===== config.mk =====
export PLATFORM = sky130hd
export DESIGN_NAME = ft601_rx_reader_flat
export DESIGN_NICKNAME = d
export VERILOG_FILES = /design/src/rtl/ft601_rx_reader_if.sv /design/src/rtl/ft601_rx_reader.sv /design/src/flat_wrapper.sv
export SDC_FILE = /design/constraint.sdc
export NUM_CORES = 1
export LEC_CHECK = 0
export BUFFER_PORTS_ARGS = -buffer_cell sky130_fd_sc_hd__buf_4
export CAP_MARGIN = 20
export CORE_AREA = 2 2 214 216
export CTS_CLUSTER_DIAMETER = 80
export DETAILED_ROUTE_END_ITERATION = 8
export DIE_AREA = 0 0 216 218
export GPL_TIMING_DRIVEN = 0
export PLACE_DENSITY = 0.85
export SYNTH_ARGS = -nofsm -noshare
export SYNTH_HDL_FRONTEND = slang
export SYNTH_SLANG_ARGS = --single-unit

===== constraint.sdc =====
create_clock -name FT_CLK -period 3.8 [get_ports FT_CLK]
set_input_delay 0 -clock FT_CLK [delete_from_list [all_inputs] [get_ports FT_CLK]]
set_output_delay 0 -clock FT_CLK [all_outputs]
set_load 0.005 [all_outputs]

===== src/rtl/ft601_rx_reader_if.sv =====
// FT601 245-mode receive pads plus the captured-word stream, viewed from the reader (master).
// No state of its own; the stream side uses valid/ready with pop on m_valid && m_ready.
// The reader never drives FT_DATA/BE, so bus_oe is constant low.
interface ft601_rx_reader_if #(
    parameter int DATA_WIDTH = 16
);
    logic                  RXF_N;
    logic [31:0]           ft_data_in;
    logic [3:0]            ft_be_in;
    logic                  OE_N;
    logic                  RD_N;
    logic                  bus_oe;
    logic [DATA_WIDTH-1:0] m_data;
    logic [3:0]            m_be;
    logic                  m_valid;
    logic                  m_ready;

    modport master (
        input  RXF_N, ft_data_in, ft_be_in, m_ready,
        output OE_N, RD_N, bus_oe, m_data, m_be, m_valid
    );

    modport slave (
        output RXF_N, ft_data_in, ft_be_in, m_ready,
        input  OE_N, RD_N, bus_oe, m_data, m_be, m_valid
    );
endinterface


===== src/rtl/ft601_rx_reader.sv =====
// FT601 host-to-FPGA read master: OE_N/RD_N bursts into a first-word-fall-through FIFO.
// Latency: one turnaround cycle before RD_N; a pushed word appears on m_valid one cycle later.
// Backpressure: m_ready stalls the FIFO; bursts start only with MIN_FREE free entries and stop when full.
module sync_fifo #(
    parameter int WIDTH = 20,
    parameter int DEPTH = 32
) (
    input  logic                   clk,
    input  logic                   rst,
    input  logic                   wr_vld,
    input  logic [WIDTH-1:0]       wr_dat,
    input  logic                   rd_rdy,
    output logic                   rd_vld,
    output logic [WIDTH-1:0]       rd_dat,
    output logic [$clog2(DEPTH):0] count
);
    localparam int AW = $clog2(DEPTH);
    localparam logic [AW:0] FULL_CNT = (AW+1)'(DEPTH);

    logic [WIDTH-1:0] mem [DEPTH];
    logic [AW-1:0]    wr_ptr;
    logic [AW-1:0]    rd_ptr;
    logic             wr_fire;
    logic             rd_fire;

    assign wr_fire = wr_vld && (count != FULL_CNT);
    assign rd_fire = rd_rdy && (count != '0);
    assign rd_vld  = (count != '0);
    // Head is masked so the stream bus reads zero while empty.
    assign rd_dat  = rd_vld ? mem[rd_ptr] : '0;

    always_ff @(posedge clk) begin
        if (wr_fire) begin
            mem[wr_ptr] <= wr_dat;
        end
    end

    always_ff @(posedge clk or posedge rst) begin
        if (rst) begin
            wr_ptr <= '0;
            rd_ptr <= '0;
            count  <= '0;
        end else begin
            if (wr_fire) wr_ptr <= wr_ptr + 1'b1;
            if (rd_fire) rd_ptr <= rd_ptr + 1'b1;
            if (wr_fire && !rd_fire) begin
                count <= count + 1'b1;
            end else if (rd_fire && !wr_fire) begin
                count <= count - 1'b1;
            end
        end
    end
endmodule

module ft601_rx_reader #(
    parameter int DATA_WIDTH = 16,
    parameter int DEPTH      = 32,
    parameter int MIN_FREE   = 4
) (
    input  logic        FT_CLK,
    input  logic        rst,
    input  logic        rx_allow,
    output logic        rx_busy,
    output logic [31:0] rx_words,
    output logic        overrun,
    ft601_rx_reader_if.master bus
);
    localparam int AW = $clog2(DEPTH);
    localparam int FW = DATA_WIDTH + 4;
    localparam logic [AW:0] FULL_CNT  = (AW+1)'(DEPTH);
    localparam logic [AW:0] LAST_CNT  = (AW+1)'(DEPTH - 1);
    localparam logic [AW:0] START_CNT = (AW+1)'(DEPTH - MIN_FREE);

    // Bit 0 = OE active, bit 1 = RD active, so each strobe is a single flop.
    typedef enum logic [1:0] {
        IDLE = 2'b00,
        TURN = 2'b01,
        READ = 2'b11
    } state_t;

    state_t        state;
    state_t        state_nxt;
    logic [AW:0]   fifo_cnt;
    logic          push_try;
    logic          push_vld;
    logic          pop_fire;
    logic          fill_last;
    logic [FW-1:0] push_dat;
    logic [FW-1:0] head_dat;
    logic          unused_bits;

    assign push_try  = (state == READ) && !bus.RXF_N;
    assign push_vld  = push_try && (fifo_cnt != FULL_CNT);
    assign pop_fire  = bus.m_valid && bus.m_ready;
    assign fill_last = push_vld && !pop_fire && (fifo_cnt == LAST_CNT);
    assign push_dat  = {bus.ft_be_in, bus.ft_data_in[DATA_WIDTH-1:0]};
    assign unused_bits = ^bus.ft_data_in;

    always_ff @(posedge FT_CLK or posedge rst) begin
        if (rst) begin
            state <= IDLE;
        end else begin
            state <= state_nxt;
        end
    end

    always_comb begin
        state_nxt = state;
        case (state)
            IDLE: if (!bus.RXF_N && rx_allow && (fifo_cnt <= START_CNT)) state_nxt = TURN;
            TURN: state_nxt = READ;
            READ: if (bus.RXF_N || fill_last || (fifo_cnt == FULL_CNT)) state_nxt = IDLE;
            default: state_nxt = IDLE;
        endcase
    end

    always_comb begin
        bus.OE_N   = ~state[0];
        bus.RD_N   = ~state[1];
        bus.bus_oe = 1'b0;
        rx_busy    = state[0];
    end

    always_ff @(posedge FT_CLK or posedge rst) begin
        if (rst) begin
            rx_words <= '0;
            overrun  <= 1'b0;
        end else begin
            if (push_vld) rx_words <= rx_words + 32'd1;
            if (push_try && (fifo_cnt == FULL_CNT)) overrun <= 1'b1;
        end
    end

    sync_fifo #(
        .WIDTH (FW),
        .DEPTH (DEPTH)
    ) u_fifo (
        .clk    (FT_CLK),
        .rst    (rst),
        .wr_vld (push_vld),
        .wr_dat (push_dat),
        .rd_rdy (bus.m_ready),
        .rd_vld (bus.m_valid),
        .rd_dat (head_dat),
        .count  (fifo_cnt)
    );

    assign {bus.m_be, bus.m_data} = head_dat;
endmodule

===== src/flat_wrapper.sv =====
// flat-port wrapper written by rule: the top's interface ports become plain ports
module ft601_rx_reader_flat 
#(
    parameter int DATA_WIDTH = 16,
    parameter int DEPTH      = 32,
    parameter int MIN_FREE   = 4
)
  (FT_CLK, rst, rx_allow, rx_busy, rx_words, overrun, bus_RXF_N, bus_ft_data_in, bus_ft_be_in, bus_m_ready, bus_OE_N, bus_RD_N, bus_bus_oe, bus_m_data, bus_m_be, bus_m_valid);
  ft601_rx_reader_if #(.DATA_WIDTH(DATA_WIDTH)) bus_i ();
  input  logic FT_CLK;
  input  logic rst;
  input  logic rx_allow;
  output logic rx_busy;
  output logic [31:0] rx_words;
  output logic overrun;
  input wire logic [$bits(bus_i.RXF_N)-1:0] bus_RXF_N;
  input wire logic [$bits(bus_i.ft_data_in)-1:0] bus_ft_data_in;
  input wire logic [$bits(bus_i.ft_be_in)-1:0] bus_ft_be_in;
  input wire logic [$bits(bus_i.m_ready)-1:0] bus_m_ready;
  output wire logic [$bits(bus_i.OE_N)-1:0] bus_OE_N;
  output wire logic [$bits(bus_i.RD_N)-1:0] bus_RD_N;
  output wire logic [$bits(bus_i.bus_oe)-1:0] bus_bus_oe;
  output wire logic [$bits(bus_i.m_data)-1:0] bus_m_data;
  output wire logic [$bits(bus_i.m_be)-1:0] bus_m_be;
  output wire logic [$bits(bus_i.m_valid)-1:0] bus_m_valid;
  assign bus_i.RXF_N = bus_RXF_N;
  assign bus_i.ft_data_in = bus_ft_data_in;
  assign bus_i.ft_be_in = bus_ft_be_in;
  assign bus_i.m_ready = bus_m_ready;
  assign bus_OE_N = bus_i.OE_N;
  assign bus_RD_N = bus_i.RD_N;
  assign bus_bus_oe = bus_i.bus_oe;
  assign bus_m_data = bus_i.m_data;
  assign bus_m_be = bus_i.m_be;
  assign bus_m_valid = bus_i.m_valid;
  ft601_rx_reader #(.DATA_WIDTH(DATA_WIDTH), .DEPTH(DEPTH), .MIN_FREE(MIN_FREE)) u_core (.FT_CLK(FT_CLK), .rst(rst), .rx_allow(rx_allow), .rx_busy(rx_busy), .rx_words(rx_words), .overrun(overrun), .bus(bus_i));
endmodule

==> impl_metrics.ini <==
[outcome]
status = finished, final reports clean

[floorplan]
fp.dieH_um = 218
core-area_um2 = 44900
die_w_um = 216
ios = 99
start_util_pct = 60.2
fp-row-count = 78
die_area_um2 = 47100

[place]
place_ws_ns = -0.501
routabilityCongestion = 0.829
port_buffers = 81
place_hpwl_um = 41100

[yosys]
synth_top_family_by_area = multiplexers
yosysTopAreaCellShare_pct = 71.1
synth.mux.area_fraction_pct = 15.0
yosys.area_share.xor_xnor_pct = 1.39
synth-simple-area-share_pct = 3.65
synth_top_area_cell = edfxtp_1
synth_fa_ha_area_share_pct = 0.584
synth-compound-area-share_pct = 2.14
synthDistinctLibCells = 49
syn-num-nets = 1378
synth-seq-area-share_pct = 75.9
ys_ff_latch = 691
ys.flop_type = edfxtp_1
synthCells = 1325
synth_edf_count = 640
yosys-top-cells-area = edfxtp_1 (71%), mux4_2 (12%), dfrtp_1 (4.7%)
ys_async_sr_fraction_pct = 7.38
yosysWarnings = 0
avgSynthCellArea_um2 = 20.4
syn_area_um2 = 27000

[layout]
final_cell_mix = edfxtp_1 (640), mux4_2 (140), buf_4 (85)
syn2layout_area_growth_pct = 16.6
regArea_um2 = 20500
diodes = 0
layout_commonest_cell = edfxtp_1
nets = 1586
multiInputGateArea_um2 = 6260
drive_gt1_share_pct = 30.8
fillers = 2489

[run]
cap_violations = 0

[pwr]
p_int_mw = 15.1
switching_power_mw = 6.81
ir_worst_vdd_mv = 0.454
p_comb_share_pct = 30.2
power_mw = 21.9
seq_power_share_pct = 39.3
switching_share_pct = 31.1
power_leakage_nw = 10.4
clkPwrFrac_pct = 30.5
power.density_nw_per_um2 = 695

[clocking]
cts.path.max_buffers = 3
cts_inserted_buffers = 66
cts_num_sinks = 691
htreeDepth = 3
root_buffer = clkbuf_16
insertion_delay_ns = 0.61
cts_tree = done
clk_pin_slew_ns = 0.07

[hold_path]
min_path_type = input pin to register

[timing]
clock-skew-final_ns = 0.0364
period_minus_slack_ns = 3.73
drv_slew = 0
hold_slack_ns = 0.270
hold_viol_final = 0
tightest_slew_ns = 0.967
fmax_mhz = 268
rsz0062_at_grt = false
setup_violations = 0
setup_ws_ns = 0.0710
relSlewSlack_pct = 35.5
fin_crit_sh_pct = 98.1

[routing]
via_count = 15100
drt-vias-per-instance = 6.90
wl_per_cell_um = 31.9
dr.pass1.iters = 5
drt_iter0_markers = 2234
drt_wl_total_um = 69600
drc = 0
drtAntennaViolNets = 0

[worst_setup_path]
cp.buffers_inverters = 4
crit_arrival_ns = 3.73
end_kind = output port
crit_chain = clkbuf_1, buf_2, nor2b_1, clkbuf_1, a221oi_1, nor3_1, buf_4
max_stage_delay_ns = 0.55
path_class = register to output port
cp_slowest_cell = nor3_1
critPathMaxFanout = 10
crit_required_ns = 3.80
worst_path_most_repeated_cell = clkbuf_1
critPathTopFamily = buffers and inverters
start_kind = register

[grt]
antenna_found_initial = 0
grt_pass1_vias = 15100
grt-ovfl-total = 0
grt_usage_pct = 30.0
grt_max_degree = 39
grt_first_pass_wirelength_um = 101000
-- routing by layer --
layer | track usage [%] | vias to the layer above | share of wire [%]
li1 | - | 5847 | -
met1 | 39.9 | 7612 | 34
met2 | 49.0 | 1356 | 49
met3 | 6.11 | 242 | 12
met4 | 13.4 | 0 | 4.9
met5 | 0 | - | 0
-- area by class of cell --
class / instances / share of cell area (%)
flip-flops and latches: 691 / 65.1
clock buffers: 84 / 5.93
inverters: 9 / 0.107
well taps: 600 / 2.38
clock inverters: 32 / 0.929
repair buffers: 140 / 4.69
plain buffers: 72 / 1.04
multi-input cells: 553 / 19.9
-- synth_stat cells, types with 4 or more instances --
cell         n
clkbuf_1    39
inv_1        9
o21ai_0      4
nor2_1      42
mux2_2      62
buf_2       23
o2111ai_1   21
a21oi_1      5
dfrtp_1     51
a221oi_1    20
xnor2_1     33
nand4_1      9
o22ai_1     20
nand3_1     37
edfxtp_1   640
ha_1        11
nor3_1      27
and4_1       4
mux2i_1     21
nand2_1     51
xor2_1      10
nand3b_1     4
mux4_2     140
and3_1       4
buf_1        5
-- power groups by stage --
stage	registers, mW	clock network, mW	logic [mW]
after global placement	8.74	0	5.98
after floorplan	8.71	0	3.91
after global routing	8.62	6.93	6.80
after detailed placement	8.75	0	6.22
after CTS	8.60	6.66	6.47
final	8.61	6.67	6.60
-- worst min-delay path, delay by kind of cell --
family / cells / cell delay (ns)
AO/OA/AOI/OAI: 1 / 0.06
buffers and inverters: 2 / 0.64
AND/OR/NAND/NOR: 1 / 0.12
-- cell families (layout without fill, tap and decap cells) --
logic type | Yosys count | in the layout
flops | 691 | 691
simple gates | 198 | 198
buf+inv | 81 | 337
other cells | 1 | 1
fa+ha+maj | 12 | 12
compound gates | 76 | 76
xor+xnor | 43 | 43
mux | 223 | 223
-- repair_timing --
action | CTS | global route
pin swaps | 1 | 1
buffers inserted | 1 | 0
hold buffers | 25 | 0
cloned | 0 | 0
hold endpoints to repair | 698 | 0
resized for setup | 2 | 7
setup endpoints to repair | 3 | 5
-- sequential cells by signal (all words and copies together), names as in the netlist --
| name | cells |
|---|---|
| u_core.u_fifo.mem | 640 |
| u_core.u_fifo.count | 6 |
| u_core.u_fifo.rd_ptr | 5 |
| u_core.state | 2 |
| u_core.u_fifo.wr_ptr | 5 |
| u_core.overrun | 1 |
| u_core.rx_words | 32 |
-- metrics by stage --
stage          setup TNS (ns)  instance area [µm²]  instances  util [%]
3_5_place_dp           -0.906                29100       2039      64.7
2_1_floorplan               0                27000       1325         -
3_3_place_gp            -3.76                28400       2006      63.2
5_1_grt                     0                31500       2181      70.2
6_report                    0                31500       2181      70.2
4_1_cts                     0                31500       2181      70.2
-- final timing paths --
| path | startpoint | to | slack, ns | depth (start not counted) |
|---|---|---|---|---|
| max | u_core.u_fifo.rd_ptr[1] | bus_m_data[10] | 0.07 | 7 |
| min | bus_RXF_N | u_core.overrun | 0.27 | 4 |
| max reg2reg | u_core.u_fifo.count[0] | u_core.u_fifo.count[5] | 0.24 | 12 |
| min reg2reg | u_core.rx_words[31] | u_core.rx_words[31] | 0.48 | 1 |
| max in group asynchronous | rst | u_core.u_fifo.rd_ptr[0] | 2.75 | 5 |
| min in group asynchronous | rst | u_core.rx_words[31] | 0.50 | 4 |
Note: power is estimated with default switching activity, not from simulation.
